[src/rtl/math_ops_pkg.sv]
// rtl/math_ops_pkg.sv - shared op codes, default widths and FSM encoding for the math inverse unit
package math_ops_pkg;

  localparam int IN_W_DEF  = 3;
  localparam int OUT_W_DEF = 13;

  typedef enum logic [1:0] {
    OP_ZERO   = 2'b00,
    OP_SQUARE = 2'b01,
    OP_CUBE   = 2'b10,
    OP_FACT   = 2'b11
  } op_e;

  typedef enum logic {
    ST_IDLE   = 1'b0,
    ST_SEARCH = 1'b1
  } state_e;

endpackage

[src/rtl/math_op_eval.sv]
// rtl/math_op_eval.sv - combinational f(k,s): zero, square, cube or factorial of k
module math_op_eval
  import math_ops_pkg::*;
#(
  parameter int IN_W  = IN_W_DEF,
  parameter int OUT_W = OUT_W_DEF
) (
  input  logic [IN_W-1:0]  k,
  input  op_e              s,
  output logic [OUT_W-1:0] f
);

  logic [OUT_W-1:0] kx;
  logic [OUT_W-1:0] fact;

  always_comb begin
    kx   = OUT_W'(k);
    fact = '0;
    // 0! is deliberately 0 so every op gives f(0)=0
    if (k != '0) begin
      fact = OUT_W'(1);
      for (int i = 2; i < 2**IN_W; i++) begin
        if (i <= int'(k)) fact = fact * OUT_W'(i);
      end
    end
    case (s)
      OP_SQUARE: f = kx * kx;
      OP_CUBE:   f = kx * kx * kx;
      OP_FACT:   f = fact;
      default:   f = '0;
    endcase
  end

endmodule

[src/rtl/math_inverse_seq.sv]
// rtl/math_inverse_seq.sv - ascending one-candidate-per-cycle inverse search over f(k)
module math_inverse_seq
  import math_ops_pkg::*;
#(
  parameter int IN_W  = IN_W_DEF,
  parameter int OUT_W = OUT_W_DEF
) (
  input  logic             clk,
  input  logic             rst_n,
  input  logic             start,
  input  logic [1:0]       s,
  input  logic [OUT_W-1:0] val,
  output logic [IN_W-1:0]  root,
  output logic             exact,
  output logic             sat,
  output logic             busy,
  output logic             done
);

  localparam logic [IN_W-1:0] K_MAX = '1;

  state_e           state;
  logic [IN_W-1:0]  k;
  op_e              s_q;
  logic [OUT_W-1:0] val_q;
  logic [OUT_W-1:0] f_k;

  logic             hit;
  logic [IN_W-1:0]  res_root;
  logic             res_exact;
  logic             res_sat;

  math_op_eval #(.IN_W(IN_W), .OUT_W(OUT_W)) u_eval (
    .k (k),
    .s (s_q),
    .f (f_k)
  );

  // f is monotonic for non-zero ops, so the first candidate at or above val decides
  always_comb begin
    hit       = 1'b1;
    res_root  = k;
    res_exact = 1'b0;
    res_sat   = 1'b0;
    if (s_q == OP_ZERO) begin
      res_root  = '0;
      res_exact = (val_q == '0);
    end else if (f_k == val_q) begin
      res_exact = 1'b1;
    end else if (f_k > val_q) begin
      res_root = k - IN_W'(1);
    end else if (k == K_MAX) begin
      res_sat = 1'b1;
    end else begin
      hit = 1'b0;
    end
  end

  always_ff @(posedge clk or negedge rst_n) begin
    if (!rst_n) begin
      state <= ST_IDLE;
      k     <= '0;
      s_q   <= OP_ZERO;
      val_q <= '0;
      root  <= '0;
      exact <= 1'b0;
      sat   <= 1'b0;
      busy  <= 1'b0;
      done  <= 1'b0;
    end else begin
      done <= 1'b0;
      case (state)
        ST_IDLE: begin
          if (start) begin
            s_q   <= op_e'(s);
            val_q <= val;
            k     <= '0;
            busy  <= 1'b1;
            state <= ST_SEARCH;
          end
        end
        ST_SEARCH: begin
          if (hit) begin
            root  <= res_root;
            exact <= res_exact;
            sat   <= res_sat;
            done  <= 1'b1;
            busy  <= 1'b0;
            state <= ST_IDLE;
          end else begin
            k <= k + IN_W'(1);
          end
        end
        default: state <= ST_IDLE;
      endcase
    end
  end

endmodule

[config.mk]
export PLATFORM = sky130hd
export DESIGN_NAME = math_inverse_seq
export DESIGN_NICKNAME = d
export VERILOG_FILES = /design/src/rtl/math_ops_pkg.sv /design/src/rtl/math_op_eval.sv /design/src/rtl/math_inverse_seq.sv
export SDC_FILE = /design/constraint.sdc
export NUM_CORES = 1
export LEC_CHECK = 0
export ABC_AREA = 1
export CAP_MARGIN = 15
export CORE_MARGIN = 2
export CORE_UTILIZATION = 45
export DETAILED_ROUTE_END_ITERATION = 8
export DONT_BUFFER_PORTS = 1
export PLACE_DENSITY_LB_ADDON = 0.25
export SYNTH_ARGS = -nofsm -noshare
export SYNTH_HDL_FRONTEND = slang
export SYNTH_SLANG_ARGS = --single-unit
[constraint.sdc]
create_clock -name clk -period 8.3 [get_ports clk]
set_clock_uncertainty 0.2 [all_clocks]
set_input_delay 1.245 -clock clk [delete_from_list [all_inputs] [get_ports clk]]
set_output_delay 1.245 -clock clk [all_outputs]
set_load 0.1 [all_outputs]
After elaboration in Yosys (flattened, before gate mapping)
Index checks and enable logic that the tools add are counted.

cells by class
  add/sub/neg operators = 2
  $mul = 6
  magnitude comparators = 7
  equality and inequality tests = 8
  multiplexer cells = 35
  bitwise operators = 1
  reduce and logical (&&, ||, !) cells = 7

operator list
  cell                     count
  $mux W13                 10
  $pmux W13 S3             1
  $mul A13 B3 Y13 const B  2
  $mux W1                  15
  $mux W3                  5
  $eq A13 B13 Y1           1
  $gt A13 B13 Y1           1
  $logic_not A13 Y1        1
  $mul A13 B2 Y12 const B  1
  $mul A13 B2 Y13 const B  1
  $le A3 B3 Y1 const A     4
  $mul A6 B3 Y9            1
  $reduce_and A2 Y1        4
  $le A2 B3 Y1 const A     2
  $mul A3 B3 Y6            1
  $pmux W3 S2              1
  $eq A2 B2 Y1 const B     2
  $ne A2 B2 Y1 const B     2
  $pmux W1 S2              2
  $add A3 B1 Y3 const B    1
  $eq A3 B3 Y1 const B     1
  $reduce_bool A3 Y1       1
  $sub A3 B1 Y3 const B    1
  $eq A2 B1 Y1 const B     1
  other kinds (4)          4

storage, ports and cells
  register bits = 26
  input port bits = 18
  output and inout port bits = 7
  word-level logic and storage cells = 75

Depth between registers and ports, before layout
Gate-level depths: netlist (run 1).

  depth in word-level cells = 23
  mapped depth = 49
  mapped depth without buffers = 49

Hierarchy
Synthesis (run 1) repeated with hierarchy kept, for this count alone.

unflattened totals
  cell total of the unflattened synthesis = 582
  area, all modules = 3727.3 sq um

by module, submodules not included
  module            instances  cells an instance  area an instance (sq um)  sequential area each (sq um)
  math_op_eval      1          387                2167.1                    0.0
  math_inverse_seq  1          195                1560.2                    650.6

Worst setup path before layout (run 1)
Ideal clock, no wire load.

  path kind = register to register
  start = reg k[0]
  end = reg k[1]
  setup time = 0.118 ns
  arrival time = 6.051 ns
  required time = 7.982 ns
  path slack = 1.931 ns
  cell stages (with the launch flop) = 38
  path buffers = 0
  clock period less this slack = 6.369 ns
  cells stage by stage = dfrtp_1 inv_2 ha_1 nor2_1 nor2_1 ha_1 ha_1 inv_1 fa_1 inv_1 o21ai_0 inv_1 ha_1 nand2_1 nand3b_1 nand3b_1 nand3_1 nand2_2 (+2 left out) inv_1 ha_1 a21o_1 o21ai_0 nand4_1 o21ai_0 a21oi_1 ha_1 nand2_1 inv_1 nand2_1 nand2_1 a21oi_1 nand2_1 nor2_2 nand3_1 nand3_1 nand2_1

on the way
  longest elaborated chain between the ends = 23
  elaborated cells between the ends (all ways) = 37
  those cells by class = 1 x add/sub; 6 x mul; 7 x order compare; 3 x eq/ne; 18 x mux; 2 x reduce/logical

ends and longest elaborated chain
  element                      RTL line                source
  start, declared              math_inverse_seq.sv:23  logic [IN_W-1:0] k;
  start signal, assigned       math_inverse_seq.sv:91  k <= k + IN_W'(1);
  $le A2 B3 Y1                 math_op_eval.sv:23      if (i <= int'(k)) fact = fact * OUT_W'(i);
  $mux W2                      math_op_eval.sv:23
  $mux W13                     math_op_eval.sv:20      if (k != '0) begin
  $mul A13 B2 Y13              math_op_eval.sv:23
  $mux W13 (2 in series)       math_op_eval.sv:23
  $mux W13                     math_op_eval.sv:20
  $mul A13 B3 Y13              math_op_eval.sv:23
  $mux W13                     math_op_eval.sv:23
  (+6 left out)                -
  $mux W13                     math_op_eval.sv:20
  $pmux W13 S3                 math_op_eval.sv:26      case (s)
  $gt A13 B13 Y1               math_inverse_seq.sv:50  end else if (f_k > val_q) begin
  $mux W1                      math_inverse_seq.sv:50
  $mux W1                      math_inverse_seq.sv:48  end else if (f_k == val_q) begin
  $mux W1                      math_inverse_seq.sv:45  if (s_q == OP_ZERO) begin
  $ne A2 B2 Y1 (no line)       -
  $reduce_and A2 Y1 (no line)  -

Several ways; a longest one is shown, not always the timed one. The select of a mux whose other input is x is not followed.
A chain may end at the register's enable or synchronous reset.

Worst setup path after layout (run 1)
  start = reg k[0]
  end = reg k[0]

The elaborated chain is that of the path after synthesis.

==> results of run 1 <==
-- worst min-delay path, delay by kind of cell (launching register included) --
kind | cells | cell delay [ps]
and+or+nand+nor | 2 | 130
DFF | 1 | 400
-- state kept, by name, indices dropped and copies added, names as in the netlist --
| signal | flops |
|---|---|
| busy | 1 |
| done | 1 |
| exact | 1 |
| k | 3 |
| root | 3 |
| s_q | 2 |
| sat | 1 |
| state | 1 |
| val_q | 13 |
-- cell type report --
type	count	area share, %
Multi-Input combinational cell	399	67.2
Inverter	100	10.2
Tap cell	102	3.39
Sequential cell	26	17.3
Clock buffer	3	1.10
Clock inverter	1	0.797
-- cells in the final DEF, fill, tap and decap left out, drive strengths merged --
master	count
fa	10
nor2	42
and2	1
nand3	37
a31oi	2
a221oi	1
nand3b	3
o21a	1
a21oi	23
or2	1
ha	58
o221ai	1
nor3	3
clkbuf	3
dfrtp	26
o211ai	3
nor3b	1
nand4	9
xor2	5
clkinv	2
bufinv	1
o21bai	3
a22oi	1
a21o	2
nand2	149
o21ai	37
inv	98
o22ai	2
nor4	2
xnor2	2
-- cell usage after synthesis, drive strengths merged --
library cell / count
o21bai: 3
dfrtp: 26
a21oi: 23
nor3b: 1
nand3: 37
o211ai: 3
nand4: 9
xnor2: 2
a221oi: 1
nor3: 3
and2: 1
a31oi: 2
nor2: 42
clkbuf: 4
xor2: 5
buf: 1
nand3b: 3
o21ai: 37
o221ai: 1
o21a: 1
fa: 10
nor4: 2
o22ai: 2
ha: 58
clkinv: 2
inv: 98
or2: 1
nand2: 149
a21o: 2
a22oi: 1
-- through the flow --
stage	setup WS [ps]	cells	cell area, µm²
detailed placement	933	627	3690
floorplan	1930	530	3590
global placement	1130	627	3690
global route	198	631	3770
CTS	899	631	3770
finish	877	631	3770
-- worst max path at each step --
stage / startpoint / to / slack [ps] / cells past startpoint
2_1_floorplan: k[0] / k[1] / 1930 / 37
3_3_place_gp: k[0] / k[2] / 1130 / 37
3_5_place_dp: k[0] / k[0] / 930 / 37
4_1_cts: k[0] / k[0] / 900 / 41
5_1_grt: k[0] / k[0] / 200 / 41
6_report: k[0] / k[0] / 880 / 37
-- routing by layer --
layer | global-route usage (%) | wire, µm | share of wire, % | up-vias
met5 | 0 | 0 | 0 | -
met4 | 7.48 | 231 | 2.9 | 0
met3 | 1.53 | 239 | 3.0 | 17
met2 | 34.4 | 3810 | 47 | 43
met1 | 24.0 | 3740 | 47 | 1481
li1 | - | - | - | 1699
-- kinds of logic (layout without fill, tap and decap cells) --
logic type                 Yosys count  count (layout)
adders and majority gates           68              68
AOI/OAI and AO/OA                   76              76
DFF                                 26              26
buffers and inverters              105             104
and+or+nand+nor                    248             248
xor gates and xnor gates             7               7
-- where the power goes --
| group | switching, mW | total, mW | internal [mW] |
|---|---|---|---|
| registers | 0.123 | 0.302 | 0.180 |
| clock network | 0.0405 | 0.105 | 0.0646 |
| logic | 0.395 | 0.618 | 0.223 |
==> impl_metrics.py, run 1 <==
metrics = {
    "critical_path": {
        "critPathArrivalTime_ps": 7400,
        "cp_max_fo": 9,
        "crit_path_start_kind": "register",
        "ff2ff_path_depth": 37,
        "r2r_setup_slack_ps": 880,
        "cp.required_ps": 8280,
        "crit_buf_inv": 7,
        "reg2reg_from": "k[0]",
        "cpPeakStageDelay_ps": 530,
        "crit_path_end_kind": "register",
        "slowest_stage": "dfrtp_1",
        "worstSetupPathType": "reg -> reg",
        "reg2reg_to": "k[0]",
        "worst_path_dominant_cell_family": "adder cells",
    },
    "floorplan": {
        "core_um2": 7730,
        "fp-row-count": 32,
        "pin_count": 25,
        "die_w_um": 93.3,
        "dieHeight_um": 93.3,
        "start_util_pct": 46.5,
        "dieArea_um2": 8710,
    },
    "timing": {
        "slew_headroom_pct": 39.2,
        "finalMaxSlewViolations": 0,
        "tightestPinTransition_ps": 912,
        "setup_viol": 0,
        "finalSetupTns_ps": 0,
        "min_period_ps": 7420,
        "final-hold-violation-count": 0,
        "period_share_pct": 89.4,
        "rsz0062_at_grt": "false",
        "clock.fmax_mhz": 135,
        "hold_slack_ps": 355,
    },
    "finish": {
        "fillers": 785,
        "fin_util_pct": 48.7,
        "multi_input_area_um2": 2530,
        "diodes": 0,
        "finalNetCount": 616,
        "area_growth_pct": 4.91,
        "seq_area_um2": 651,
        "drive_gt1_share_pct": 7.18,
    },
    "clock_network": {
        "clkTransAtPathRegs_ps": 90,
        "cts_hold_buf": 0,
        "cts_tree": "yes",
        "clk-insertion-delay-late_ps": 280,
        "clkSinkCount": 26,
        "ctsRootBufferMaster": "clkbuf_8",
        "ctsResizeCount": 0,
        "htreeDepth": 1,
        "cts_setup_buffers": 0,
        "clockBufferDepth": 2,
        "cts_buffers": 3,
    },
    "yosys": {
        "yosysTopAreaCell": "ha_1",
        "syn_area_per_cell_um2": 6.77,
        "seq_area_frac_synth_pct": 18.1,
        "synth_top_family_by_area": "simple AND/OR/NAND/NOR gates",
        "syn-cell-area_um2": 3590,
        "synthTopCellsByArea": "ha_1, dfrtp_1, nand2_1",
        "synth_xor_area_share_pct": 1.71,
        "synth-simple-area-share_pct": 30.9,
        "netlist.area_leader.share_pct": 20.2,
        "syn_inst": 530,
        "syn_nets": 616,
        "synth_compound_area_share_pct": 12.2,
        "synth.distinct_cells": 42,
        "synthMuxAreaShare_pct": 0,
        "synth.yosys.warnings": 0,
        "synthAdderAreaFrac_pct": 25.8,
        "synth_seq_cells": 26,
    },
    "grt": {
        "grt_pass1_wl_um": 13800,
        "grt.overflow.total": 0,
        "track_usage_pct": 19.3,
        "grt_max_degree": 31,
        "antenna_found_initial": 0,
        "grt_pass1_vias": 3122,
    },
    "drt": {
        "wl_per_cell_um": 12.7,
        "wirelength_um": 8020,
        "drt_iter0_markers": 121,
        "ant_nets": 0,
        "first_pass_iters": 4,
        "dr_total_vias": 3240,
        "via_per_inst": 5.13,
        "remaining_drc_errors": 0,
    },
    "hold_path": {
        "hp-class": "reg -> reg",
        "holdPathEnd": "val_q[0]",
        "hold_depth": 2,
        "hp-start": "val_q[0]",
    },
    "power_and_ir_drop": {
        "p_leak_nw": 2.20,
        "powerDensity_nw_per_um2": 272,
        "ir_drop_mv": 0.0945,
        "total_power_mw": 1.03,
    },
    "placement": {
        "place_congestion": 0.966,
        "io_buffer_count": 0,
        "dp_hpwl_um": 6840,
    },
    "status": {
        "status": "complete, no violations",
    },
    "job": {
        "cap_violations": 0,
    },
}
(Power assumes the default switching activity.)
==> run 2: changes to the inputs <==
Settings changed: SLEW_MARGIN from default to 20.
==> results of run 2 <==
Same layout as run 1: the final DEF is identical, and so are final timing and power.
